[src/rtl/rsa_pkg.sv]
// Shared definitions for the framed RSA command/response controller:
// opcodes, reply codes, FSM state encoding and payload sizing.
package rsa_pkg;

  localparam logic [7:0] OP_LOAD_N = 8'h01;
  localparam logic [7:0] OP_LOAD_E = 8'h02;
  localparam logic [7:0] OP_RUN    = 8'h03;
  localparam logic [7:0] OP_STATUS = 8'h04;

  localparam logic [7:0] RSP_BAD_OP   = 8'hE0;
  localparam logic [7:0] RSP_BAD_CSUM = 8'hEE;
  localparam logic [7:0] RSP_NO_KEY   = 8'hE1;
  localparam logic [7:0] RSP_ACK      = 8'hA5;

  typedef enum logic [3:0] {
    ST_IDLE,
    ST_RX_PAY,
    ST_RX_CSUM,
    ST_SCAN_E,
    ST_EXEC_WR,
    ST_EXEC_WAIT,
    ST_TX_SEND,
    ST_TX_WAIT_HI,
    ST_TX_WAIT_LO
  } state_t;

  // Number of payload bytes carried by a frame for a given operand width.
  function automatic int unsigned bytes_of(input int unsigned bitlen);
    return bitlen / 8;
  endfunction

endpackage

[src/rtl/msb_scan.sv]
// Finds the index of the most significant set bit of a value by counting
// down from the top bit, one bit per cycle, starting on a go pulse.
module msb_scan #(
  parameter int BITLEN     = 256,
  parameter int LOG_BITLEN = 8
) (
  input  logic                  clk,
  input  logic                  rst,
  input  logic [BITLEN-1:0]     value,
  input  logic                  go,
  output logic [LOG_BITLEN-1:0] idx,
  output logic                  done,
  output logic                  zero
);

  logic                  busy_q, busy_d;
  logic [LOG_BITLEN-1:0] cnt_q, cnt_d;
  logic                  hit;

  // Scan is complete on the first set bit or once bit 0 has been examined.
  always_comb begin
    hit   = value[cnt_q];
    done  = busy_q && (hit || (cnt_q == '0));
    zero  = done && !hit;
    idx   = hit ? cnt_q : '0;
    busy_d = busy_q;
    cnt_d  = cnt_q;
    if (go) begin
      busy_d = 1'b1;
      cnt_d  = LOG_BITLEN'(BITLEN - 1);
    end else if (done) begin
      busy_d = 1'b0;
    end else if (busy_q) begin
      cnt_d = cnt_q - LOG_BITLEN'(1);
    end
  end

  // Scan state registers.
  always_ff @(posedge clk) begin
    if (rst) begin
      busy_q <= 1'b0;
      cnt_q  <= '0;
    end else begin
      busy_q <= busy_d;
      cnt_q  <= cnt_d;
    end
  end

endmodule

[src/rtl/rsa_frame_ctrl.sv]
// Packet-level controller between the UART and the Montgomery exponentiator.
// Parses opcode/payload/checksum frames, keeps the key registers, launches a
// run and streams the result back MSB first.
module rsa_frame_ctrl #(
  parameter int BITLEN     = 256,
  parameter int LOG_BITLEN = 8,
  parameter int ABITS      = 8,
  parameter int TIMEOUT    = 120000
) (
  input  logic                  clk,
  input  logic                  rst,
  input  logic                  rx_valid,
  input  logic [7:0]            rx_byte,
  input  logic                  is_transmitting,
  output logic [7:0]            tx_byte,
  output logic                  tx_valid,
  output logic [BITLEN-1:0]     n,
  output logic [BITLEN-1:0]     e,
  output logic [LOG_BITLEN-1:0] e_idx,
  output logic [ABITS-1:0]      wr_addr,
  output logic [BITLEN-1:0]     wr_data,
  output logic                  wr_en,
  output logic                  start,
  input  logic                  stop,
  input  logic [BITLEN-1:0]     ans
);

  import rsa_pkg::*;

  localparam int unsigned BYTES = bytes_of(BITLEN);
  localparam int TW = $clog2(TIMEOUT + 1);

  state_t                state_q, state_d;
  logic [7:0]            op_q, op_d;
  logic [BITLEN-1:0]     sh_q, sh_d;
  logic [7:0]            csum_q, csum_d;
  logic [LOG_BITLEN-1:0] cnt_q, cnt_d;
  logic [TW-1:0]         to_q, to_d;
  logic [BITLEN-1:0]     n_q, n_d;
  logic [BITLEN-1:0]     e_q, e_d;
  logic                  n_ok_q, n_ok_d;
  logic                  e_ok_q, e_ok_d;
  logic [LOG_BITLEN-1:0] e_idx_q, e_idx_d;
  logic [BITLEN-1:0]     wr_data_q, wr_data_d;
  logic                  wr_en_q, wr_en_d;
  logic                  start_q, start_d;
  logic [7:0]            tx_byte_q, tx_byte_d;
  logic                  tx_valid_q, tx_valid_d;
  logic [BITLEN-1:0]     res_q, res_d;
  logic [LOG_BITLEN-1:0] tx_left_q, tx_left_d;

  logic                  reply_req;
  logic [7:0]            reply_code;
  logic                  scan_go;
  logic [LOG_BITLEN-1:0] scan_idx;
  logic                  scan_done;
  logic                  scan_zero;

  msb_scan #(
    .BITLEN    (BITLEN),
    .LOG_BITLEN(LOG_BITLEN)
  ) u_scan (
    .clk  (clk),
    .rst  (rst),
    .value(e_q),
    .go   (scan_go),
    .idx  (scan_idx),
    .done (scan_done),
    .zero (scan_zero)
  );

  // Frame parser, run sequencer and transmit handshake; single-byte replies
  // go straight out when the UART is idle so the ACK leaves one cycle early.
  always_comb begin
    state_d    = state_q;
    op_d       = op_q;
    sh_d       = sh_q;
    csum_d     = csum_q;
    cnt_d      = cnt_q;
    to_d       = '0;
    n_d        = n_q;
    e_d        = e_q;
    n_ok_d     = n_ok_q;
    e_ok_d     = e_ok_q;
    e_idx_d    = e_idx_q;
    wr_data_d  = wr_data_q;
    wr_en_d    = 1'b0;
    start_d    = 1'b0;
    tx_byte_d  = tx_byte_q;
    tx_valid_d = 1'b0;
    res_d      = res_q;
    tx_left_d  = tx_left_q;
    reply_req  = 1'b0;
    reply_code = 8'h00;
    scan_go    = 1'b0;

    case (state_q)
      ST_IDLE: begin
        if (rx_valid) begin
          op_d   = rx_byte;
          csum_d = 8'h00;
          cnt_d  = '0;
          case (rx_byte)
            OP_LOAD_N: begin
              n_ok_d  = 1'b0;
              state_d = ST_RX_PAY;
            end
            OP_LOAD_E: begin
              e_ok_d  = 1'b0;
              state_d = ST_RX_PAY;
            end
            OP_RUN:    state_d = ST_RX_PAY;
            OP_STATUS: begin
              reply_req  = 1'b1;
              reply_code = {6'b0, e_ok_q, n_ok_q};
            end
            default: begin
              reply_req  = 1'b1;
              reply_code = RSP_BAD_OP;
            end
          endcase
        end
      end

      ST_RX_PAY: begin
        if (rx_valid) begin
          sh_d   = {sh_q[BITLEN-9:0], rx_byte};
          csum_d = csum_q ^ rx_byte;
          if (cnt_q == LOG_BITLEN'(BYTES - 1)) begin
            state_d = ST_RX_CSUM;
          end else begin
            cnt_d = cnt_q + LOG_BITLEN'(1);
          end
        end else if (to_q == TW'(TIMEOUT - 1)) begin
          state_d = ST_IDLE;
        end else begin
          to_d = to_q + TW'(1);
        end
      end

      ST_RX_CSUM: begin
        if (rx_valid) begin
          if (rx_byte != csum_q) begin
            reply_req  = 1'b1;
            reply_code = RSP_BAD_CSUM;
          end else begin
            case (op_q)
              OP_LOAD_N: begin
                n_d        = sh_q;
                n_ok_d     = 1'b1;
                reply_req  = 1'b1;
                reply_code = RSP_ACK;
              end
              OP_LOAD_E: begin
                e_d     = sh_q;
                scan_go = 1'b1;
                state_d = ST_SCAN_E;
              end
              OP_RUN: begin
                if (n_ok_q && e_ok_q) begin
                  wr_data_d = sh_q;
                  wr_en_d   = 1'b1;
                  state_d   = ST_EXEC_WR;
                end else begin
                  reply_req  = 1'b1;
                  reply_code = RSP_NO_KEY;
                end
              end
              default: state_d = ST_IDLE;
            endcase
          end
        end else if (to_q == TW'(TIMEOUT - 1)) begin
          state_d = ST_IDLE;
        end else begin
          to_d = to_q + TW'(1);
        end
      end

      ST_SCAN_E: begin
        if (scan_done) begin
          e_idx_d    = scan_idx;
          e_ok_d     = !scan_zero;
          reply_req  = 1'b1;
          reply_code = RSP_ACK;
        end
      end

      ST_EXEC_WR: begin
        start_d = 1'b1;
        state_d = ST_EXEC_WAIT;
      end

      ST_EXEC_WAIT: begin
        if (stop) begin
          res_d     = ans;
          tx_left_d = LOG_BITLEN'(BYTES);
          state_d   = ST_TX_SEND;
        end
      end

      ST_TX_SEND: begin
        if (!is_transmitting) begin
          tx_byte_d  = res_q[BITLEN-1 -: 8];
          tx_valid_d = 1'b1;
          res_d      = res_q << 8;
          tx_left_d  = tx_left_q - LOG_BITLEN'(1);
          state_d    = ST_TX_WAIT_HI;
        end
      end

      ST_TX_WAIT_HI: begin
        if (is_transmitting) state_d = ST_TX_WAIT_LO;
      end

      ST_TX_WAIT_LO: begin
        if (!is_transmitting) begin
          state_d = (tx_left_q != '0) ? ST_TX_SEND : ST_IDLE;
        end
      end

      default: state_d = ST_IDLE;
    endcase

    if (reply_req) begin
      if (!is_transmitting) begin
        tx_byte_d  = reply_code;
        tx_valid_d = 1'b1;
        tx_left_d  = '0;
        state_d    = ST_TX_WAIT_HI;
      end else begin
        res_d     = {reply_code, {(BITLEN-8){1'b0}}};
        tx_left_d = LOG_BITLEN'(1);
        state_d   = ST_TX_SEND;
      end
    end
  end

  // State, key and datapath registers; reset also drops the keys.
  always_ff @(posedge clk) begin
    if (rst) begin
      state_q    <= ST_IDLE;
      op_q       <= 8'h00;
      sh_q       <= '0;
      csum_q     <= 8'h00;
      cnt_q      <= '0;
      to_q       <= '0;
      n_q        <= '0;
      e_q        <= '0;
      n_ok_q     <= 1'b0;
      e_ok_q     <= 1'b0;
      e_idx_q    <= '0;
      wr_data_q  <= '0;
      wr_en_q    <= 1'b0;
      start_q    <= 1'b0;
      tx_byte_q  <= 8'h00;
      tx_valid_q <= 1'b0;
      res_q      <= '0;
      tx_left_q  <= '0;
    end else begin
      state_q    <= state_d;
      op_q       <= op_d;
      sh_q       <= sh_d;
      csum_q     <= csum_d;
      cnt_q      <= cnt_d;
      to_q       <= to_d;
      n_q        <= n_d;
      e_q        <= e_d;
      n_ok_q     <= n_ok_d;
      e_ok_q     <= e_ok_d;
      e_idx_q    <= e_idx_d;
      wr_data_q  <= wr_data_d;
      wr_en_q    <= wr_en_d;
      start_q    <= start_d;
      tx_byte_q  <= tx_byte_d;
      tx_valid_q <= tx_valid_d;
      res_q      <= res_d;
      tx_left_q  <= tx_left_d;
    end
  end

  assign tx_byte  = tx_byte_q;
  assign tx_valid = tx_valid_q;
  assign n        = n_q;
  assign e        = e_q;
  assign e_idx    = e_idx_q;
  assign wr_addr  = '0;
  assign wr_data  = wr_data_q;
  assign wr_en    = wr_en_q;
  assign start    = start_q;

endmodule
[config.mk]
export PLATFORM = sky130hd
export DESIGN_NAME = rsa_frame_ctrl
export DESIGN_NICKNAME = d
export VERILOG_FILES = /design/src/rtl/rsa_pkg.sv /design/src/rtl/msb_scan.sv /design/src/rtl/rsa_frame_ctrl.sv
export SDC_FILE = /design/constraint.sdc
export NUM_CORES = 2
export LEC_CHECK = 0
export ABC_AREA = 0
export CAP_MARGIN = 20
export CORE_AREA = 10 10 412 414
export DETAILED_ROUTE_END_ITERATION = 8
export DIE_AREA = 0 0 422 424
export GPL_TIMING_DRIVEN = 0
export PLACE_DENSITY = 0.54
export SETUP_SLACK_MARGIN = 0.5
export SLEW_MARGIN = 30
export SYNTH_ARGS = -nofsm -noshare
export SYNTH_HDL_FRONTEND = slang
export SYNTH_SLANG_ARGS = --single-unit
[constraint.sdc]
create_clock -name clk -period 3.9 [get_ports clk]
set_clock_uncertainty 0.1 [all_clocks]
set_input_delay 0.78 -clock clk [delete_from_list [all_inputs] [get_ports clk]]
set_output_delay 0.78 -clock clk [all_outputs]
set_load 0.03 [all_outputs]
* Word level (Yosys, flattened, before mapping) *
Index checks and enable logic that the tools add are counted.

cells by class
  reductions and logical operators = 32
  eq/ne operators = 39
  bitwise operators = 6
  mux-type cells = 81
  add/subtract/negate cells = 4
  order comparisons = 1

operators with widths
  cell                                                                          number
  256-bit two-way mux                                                           4
  256-bit case mux with 2 select lines                                          1
  8-bit two-way mux                                                             20
  8-bit case mux with 2 select lines                                            5
  4-bit two-way mux                                                             13
  4-bit case mux with 9 select lines                                            1
  8-bit by 2-bit equality test with 1-bit output, second input constant         4
  1-bit two-way mux                                                             29
  8-bit case mux with 3 select lines                                            1
  2-bit != test, second input constant                                          10
  3-bit != test, second input constant                                          6
  17-bit by 1-bit adder with 17-bit output, second input constant               1
  17-bit equality test, second input constant                                   1
  4-bit by 3-bit equality test with 1-bit output, second input constant         4
  8-bit by 1-bit equality test with 1-bit output, second input constant         2
  4-bit AND reduction                                                           4
  8-bit by 1-bit subtractor with 8-bit output, second input constant            2
  4-bit != test, second input constant                                          3
  4-bit case mux with 3 select lines                                            1
  11-bit AND reduction                                                          1
  2-bit nonzero test                                                            5
  8-bit by 9-bit less-than comparator with 1-bit output, second input constant  1
  8-bit by 1-bit adder with 8-bit output, second input constant                 1
  1-bit binary-select mux with 8-bit select                                     1
  other kinds (28)                                                              42

storage, ports and cells
  register bits after elaboration = 1,363
  output and inout bits = 795
  bits of input ports = 269
  logic and storage cells = 183

* Longest topological paths before layout *
  word-level depth = 8
  depth in mapped cells = 14
  depth with buffers taken out = 8

* By module *
From an unflattened synthesis, not the netlist that was laid out.

unflattened totals
  cell total of the unflattened synthesis = 6,078
  area total of the unflattened synthesis = 50,825.0 sq um

by module, submodules not included
  module          times used  area an instance (sq um)  cells each  seq. area each (sq um)
  rsa_frame_ctrl  1           48,008.5                  5,809       27,106.0
  msb_scan        1           2,816.5                   269         180.2

* Least setup slack after synthesis *
OpenSTA, ideal clock, no wires.

  path type = input to register
  from = in rx_byte[2]
  to = reg n_q[215], in the netlist n[215]
  stages = 11
  required time = 3.730 ns
  data arrival time = 2.873 ns
  setup time = 0.070 ns
  path buffers = 4
  path slack = 0.857 ns
  path through = clkbuf_1 > xor2_1 > a221oi_1 > and3_1 > clkbuf_1 > nand2_1 > nor3_1 > clkbuf_1 > clkbuf_1 > nand2_1 > a21oi_1

between the ends
  longest elaborated chain between the ends = 3

RTL lines
  what                           line                   source
  from (decl)                    rsa_frame_ctrl.sv:13   input logic [7:0] rx_byte,
  8-bit != test                  rsa_frame_ctrl.sv:143  if (rx_byte != csum_q) begin
  1-bit inverter (no line)       n/a
  4-bit AND reduction (no line)  n/a
  to (signal assigned)           rsa_frame_ctrl.sv:266  n_q <= n_d;
  to (decl)                      rsa_frame_ctrl.sv:39   logic [BITLEN-1:0] n_q, n_d;

Every way passes these cells.
A chain may end at the register's enable or synchronous reset.

* Final worst setup path *
  from = reg u_scan.cnt_q[0]
  to = reg u_scan.cnt_q[2]

between the ends
  longest elaborated chain between the ends = 6
  elaborated cells between the ends (all ways) = 11
  those cells by class = 1 x add/sub; 1 x eq/ne; 5 x mux; 4 x reduce/logical

RTL lines
  what                                       line            source
  from (decl)                                msb_scan.sv:17  logic [LOG_BITLEN-1:0] cnt_q, cnt_d;
  from (signal assigned)                     msb_scan.sv:45  cnt_q <= cnt_d;
  1-bit binary-select mux with 8-bit select  msb_scan.sv:22  hit = value[cnt_q];
  1-bit two-way mux (not written as such)    msb_scan.sv:22
  1-bit logical OR                           msb_scan.sv:23  done = busy_q && (hit || (cnt_q == '0));
  1-bit logical AND                          msb_scan.sv:23
  2-bit != test (no line)                    n/a
  2-bit AND reduction (no line)              n/a

Parallel ways exist; a longest one is shown, timed or not. The select of a mux whose other input is x is not followed.

==> impl_metrics.csv <==
group,metric,value,unit
global_routing,grt_use_total,27.9,%
critical_path,crit_path_end,"u_scan.cnt_q[2]",
global_routing,grt_pass1_vias,49060,
sta,tns,0,ns
place,gp_congestion,0.924,
clock_tree,ctsHoldBuffers,0,
drt,first_pass_iters,9,
place,place_inst,9385,
run_status,status,"complete, but fails checks",
pwr,total_power,31.8,mW
synth,ys_warn_count,0,
die,rows,148,
pwr,p_comb_share,9.2,%
pwr,clkPwrFrac,46.0,%
sta,finalSetupViolations,0,
final_layout,drive_gt1_share,7.93,%
sta,rsz0062_at_grt,"true",
global_routing,antenna_found_initial,30,
critical_path,r2r_slack,0.33,ns
global_routing,grt-ovfl-total,0,
sta,fmax,280,MHz
die,dieArea,179000,sq um
critical_path,cp_data_arrival_time,4.17,ns
clock_tree,path_clk_slew,0.06,ns
run_status,violations,"design-rule violations",
synth,syn_inst,6148,
job,maxCapViolCount,0,
critical_path,rr_endpoint,"u_scan.cnt_q[2]",
global_routing,grt_pass1_wl,369,mm
clock_tree,htree_levels,4,
pwr,power_density,448,nW/um^2
pwr,p_sw,8.39,mW
critical_path,crit_path_end_kind,"register",
critical_path,r2r-start,"u_scan.cnt_q[0]",
die,die_h,424,um
pwr,p_int,23.4,mW
hold_path,hold_path_depth,3,
global_routing,met2_usage,47.0,%
clock_tree,cts_buffer_depth,3,
synth,ys_seq_elements,1363,
drt,viasPerCell,5.32,
critical_path,startpoint_type,"register",
die,start_util,31.5,%
sta,fin_crit,3.57,ns
synth,synth.cell_area,50900,sq um
drt,dr.first_iter.drc_count,6151,
place,numPortBuffers,1051,
pwr,p_leak,22.8,nW
die,die_x,422,um
die,core_area,162000,sq um
sta,maxSlewViolCount,0,
sta,final_hold_viol_count,0,
critical_path,rr_worst_depth,11,
synth,async_flop_share,0,%
place,place_ws,-1.11,ns
synth,synth_edf_count,0,
synth,syn_area_per_cell,8.29,sq um
clock_tree,cts_tree,"yes",
drt,wl,264,mm
place,place_hpwl,206,mm
final_layout,final_nets,7677,
die,io_pins,1064,
final_layout,layout_common_cells,"2140 x nand2_1, 1360 x dfxtp_1, 1072 x a21oi_1, 1051 x clkdlybuf4s50_1, 442 x clkbuf_1",
hold_path,min_from,"rx_byte[1]",
pwr,p_sw_share,26.4,%
drt,vias,51643,
sta,slew_headroom,30.7,%
drt,drc,25,
drt,ant_nets,0,
final_layout,layout_commonest_cell,"nand2_1",
final_layout,areaGrowthSynthToFinish,39.5,%
sta,holdWs,0.295,ns
clock_tree,clock_latency,0.81,ns
global_routing,grt_use_met1,32.6,%
critical_path,critPathKind,"register to register",
critical_path,crit_required,4.50,ns
critical_path,cp-startpoint,"u_scan.cnt_q[0]",
sta,tightest_slew,1.04,ns
sta,min_period_over_period,91.6,%
hold_path,hp-class,"input port to register",
critical_path,crit_fanout,7,
global_routing,grt_max_degree,17,
drt,wl_per_cell,27.3,um
synth,ys_seq_area_share,53.6,%
sta,setup_ws,0.328,ns
global_routing,grtUsageMet3,6.85,%
global_routing,busiest_layer,"met2",
clock_tree,cts_sinks,1363,
synth,synth.distinct_cells,75,
pwr,irDropWorstVdd,0.458,mV
final_layout,finalNonFillerCells,9703,
clock_tree,cts_made_buffers,152,
clock_tree,clockRootBuffer,"clkbuf_16",
pwr,pwr-share-seq,44.8,%
synth,synthFlopType,"dfxtp_1",
==> kinds of logic (layout without fill, tap and decap cells) <==
| logic type | Yosys count | after routing | share of synthesized area [%] |
|---|---|---|---|
| AOI/OAI and AO/OA | 1456 | 1456 | 17.5 |
| adders and majority gates | 4 | 4 | 0.0983 |
| xor gates and xnor gates | 28 | 28 | 0.481 |
| muxes | 105 | 105 | 3.08 |
| and+or+nand+nor | 2628 | 2628 | 20.7 |
| buffers and inverters | 563 | 1927 | 4.57 |
| DFF | 1363 | 1363 | 53.6 |
| other | 1 | 17 | 0.00736 |
==> cell usage after synthesis, types with 9 or more instances <==
library cell  count  area share [%]
nand2_1        2141              16
dfxtp_1        1363              54
a21oi_1        1072              11
clkbuf_1        480             3.5
nor3_1          278             2.7
a222oi_1        249             4.9
nor2_1           71            0.52
mux2i_1          52             1.0
mux4_2           40             1.8
nand3_1          38            0.37
buf_4            29            0.43
a22oi_1          25            0.37
xor2_1           24            0.41
o21ai_0          19            0.19
a31oi_1          18            0.22
buf_1            16            0.12
buf_2            14            0.14
inv_1            13           0.096
and3_1           12            0.15
mux2_2           12            0.27
nor2b_1          12            0.15
nand4_1          11            0.14
nor4_1           11            0.14
a311oi_1          9            0.15
and2_1            9            0.11
or3_1             9            0.11
==> power groups by stage <==
stage                     Clock (mW)  Combinational, mW  Sequential, mW
after floorplan                    0               1.61            14.5
after detailed placement           0               2.78            14.5
after global placement             0               2.76            14.5
final                           14.6               2.94            14.2
after global routing            15.4               3.15            14.3
after CTS                       14.8               2.82            14.2
==> routing by layer <==
| layer | routed length, um | vias to the layer above |
|---|---|---|
| li1 | - | 23749 |
| met1 | 101000 | 25083 |
| met2 | 127000 | 2305 |
| met3 | 20300 | 488 |
| met4 | 15700 | 18 |
| met5 | 99 | - |
==> flip-flops by register name, indices dropped and copies added, names as in the netlist <==
register and flops:
cnt_q 8, csum_q 8, e 256, e_idx 8, e_ok_q 1, n 256, n_ok_q 1, op_q 8
res_q 256, sh_q 256, start 1, state_q 4, to_q 17, tx_byte 8, tx_left_q 8, tx_valid 1
u_scan.busy_q 1, u_scan.cnt_q 8, wr_data 256, wr_en 1
==> repair_timing <==
action | 4_1_cts | 5_1_grt
setup buffers | 17 | 19
gates cloned | 2 | 2
pin swaps | 13 | 22
gates resized for setup | 169 | 188
endpoints found under the setup margin | 1043 | 1014
==> worst min-delay path by stage <==
stage                         end  slack, ns
after floorplan           to_q[0]       0.33
after global routing      op_q[1]       0.27
after detailed placement   n[247]       0.35
after CTS                 op_q[1]       0.20
after global placement    op_q[6]       0.34
final                     op_q[1]       0.30
==> worst max-delay path: stages, from the launching register on <==
cell and delay, ns:
dfxtp_2 0.34, buf_12 0.13, buf_16 0.16, buf_16 0.16, mux4_2 0.57, mux2i_1 0.22
a22oi_1 0.10, a311o_2 0.50, a22o_4 0.34, buf_8 0.15, or4_4 0.46, a31oi_1 0.19
==> layout make-up <==
class                   instances  area [sq um]
fillers                     16183         90600
well taps                    2175          2720
inverters                      15          61.3
plain buffers                 548          2690
diodes                          9          22.5
multi-input cells            4229         22100
clock inverters                40           622
repair buffers               1095         11000
clock buffers                 229          4460
flip-flops and latches       1363         27300
==> per-stage QoR <==
| step | instance area (sq um) | utilization [%] |
|---|---|---|
| global placement | 64200 | 39.7 |
| detailed placement | 64300 | 39.8 |
| finish | 71000 | 43.9 |
| global route | 71000 | 43.9 |
| CTS | 70300 | 43.5 |
| floorplan | 51000 | - |
Note: power is estimated with default switching activity, not from simulation.
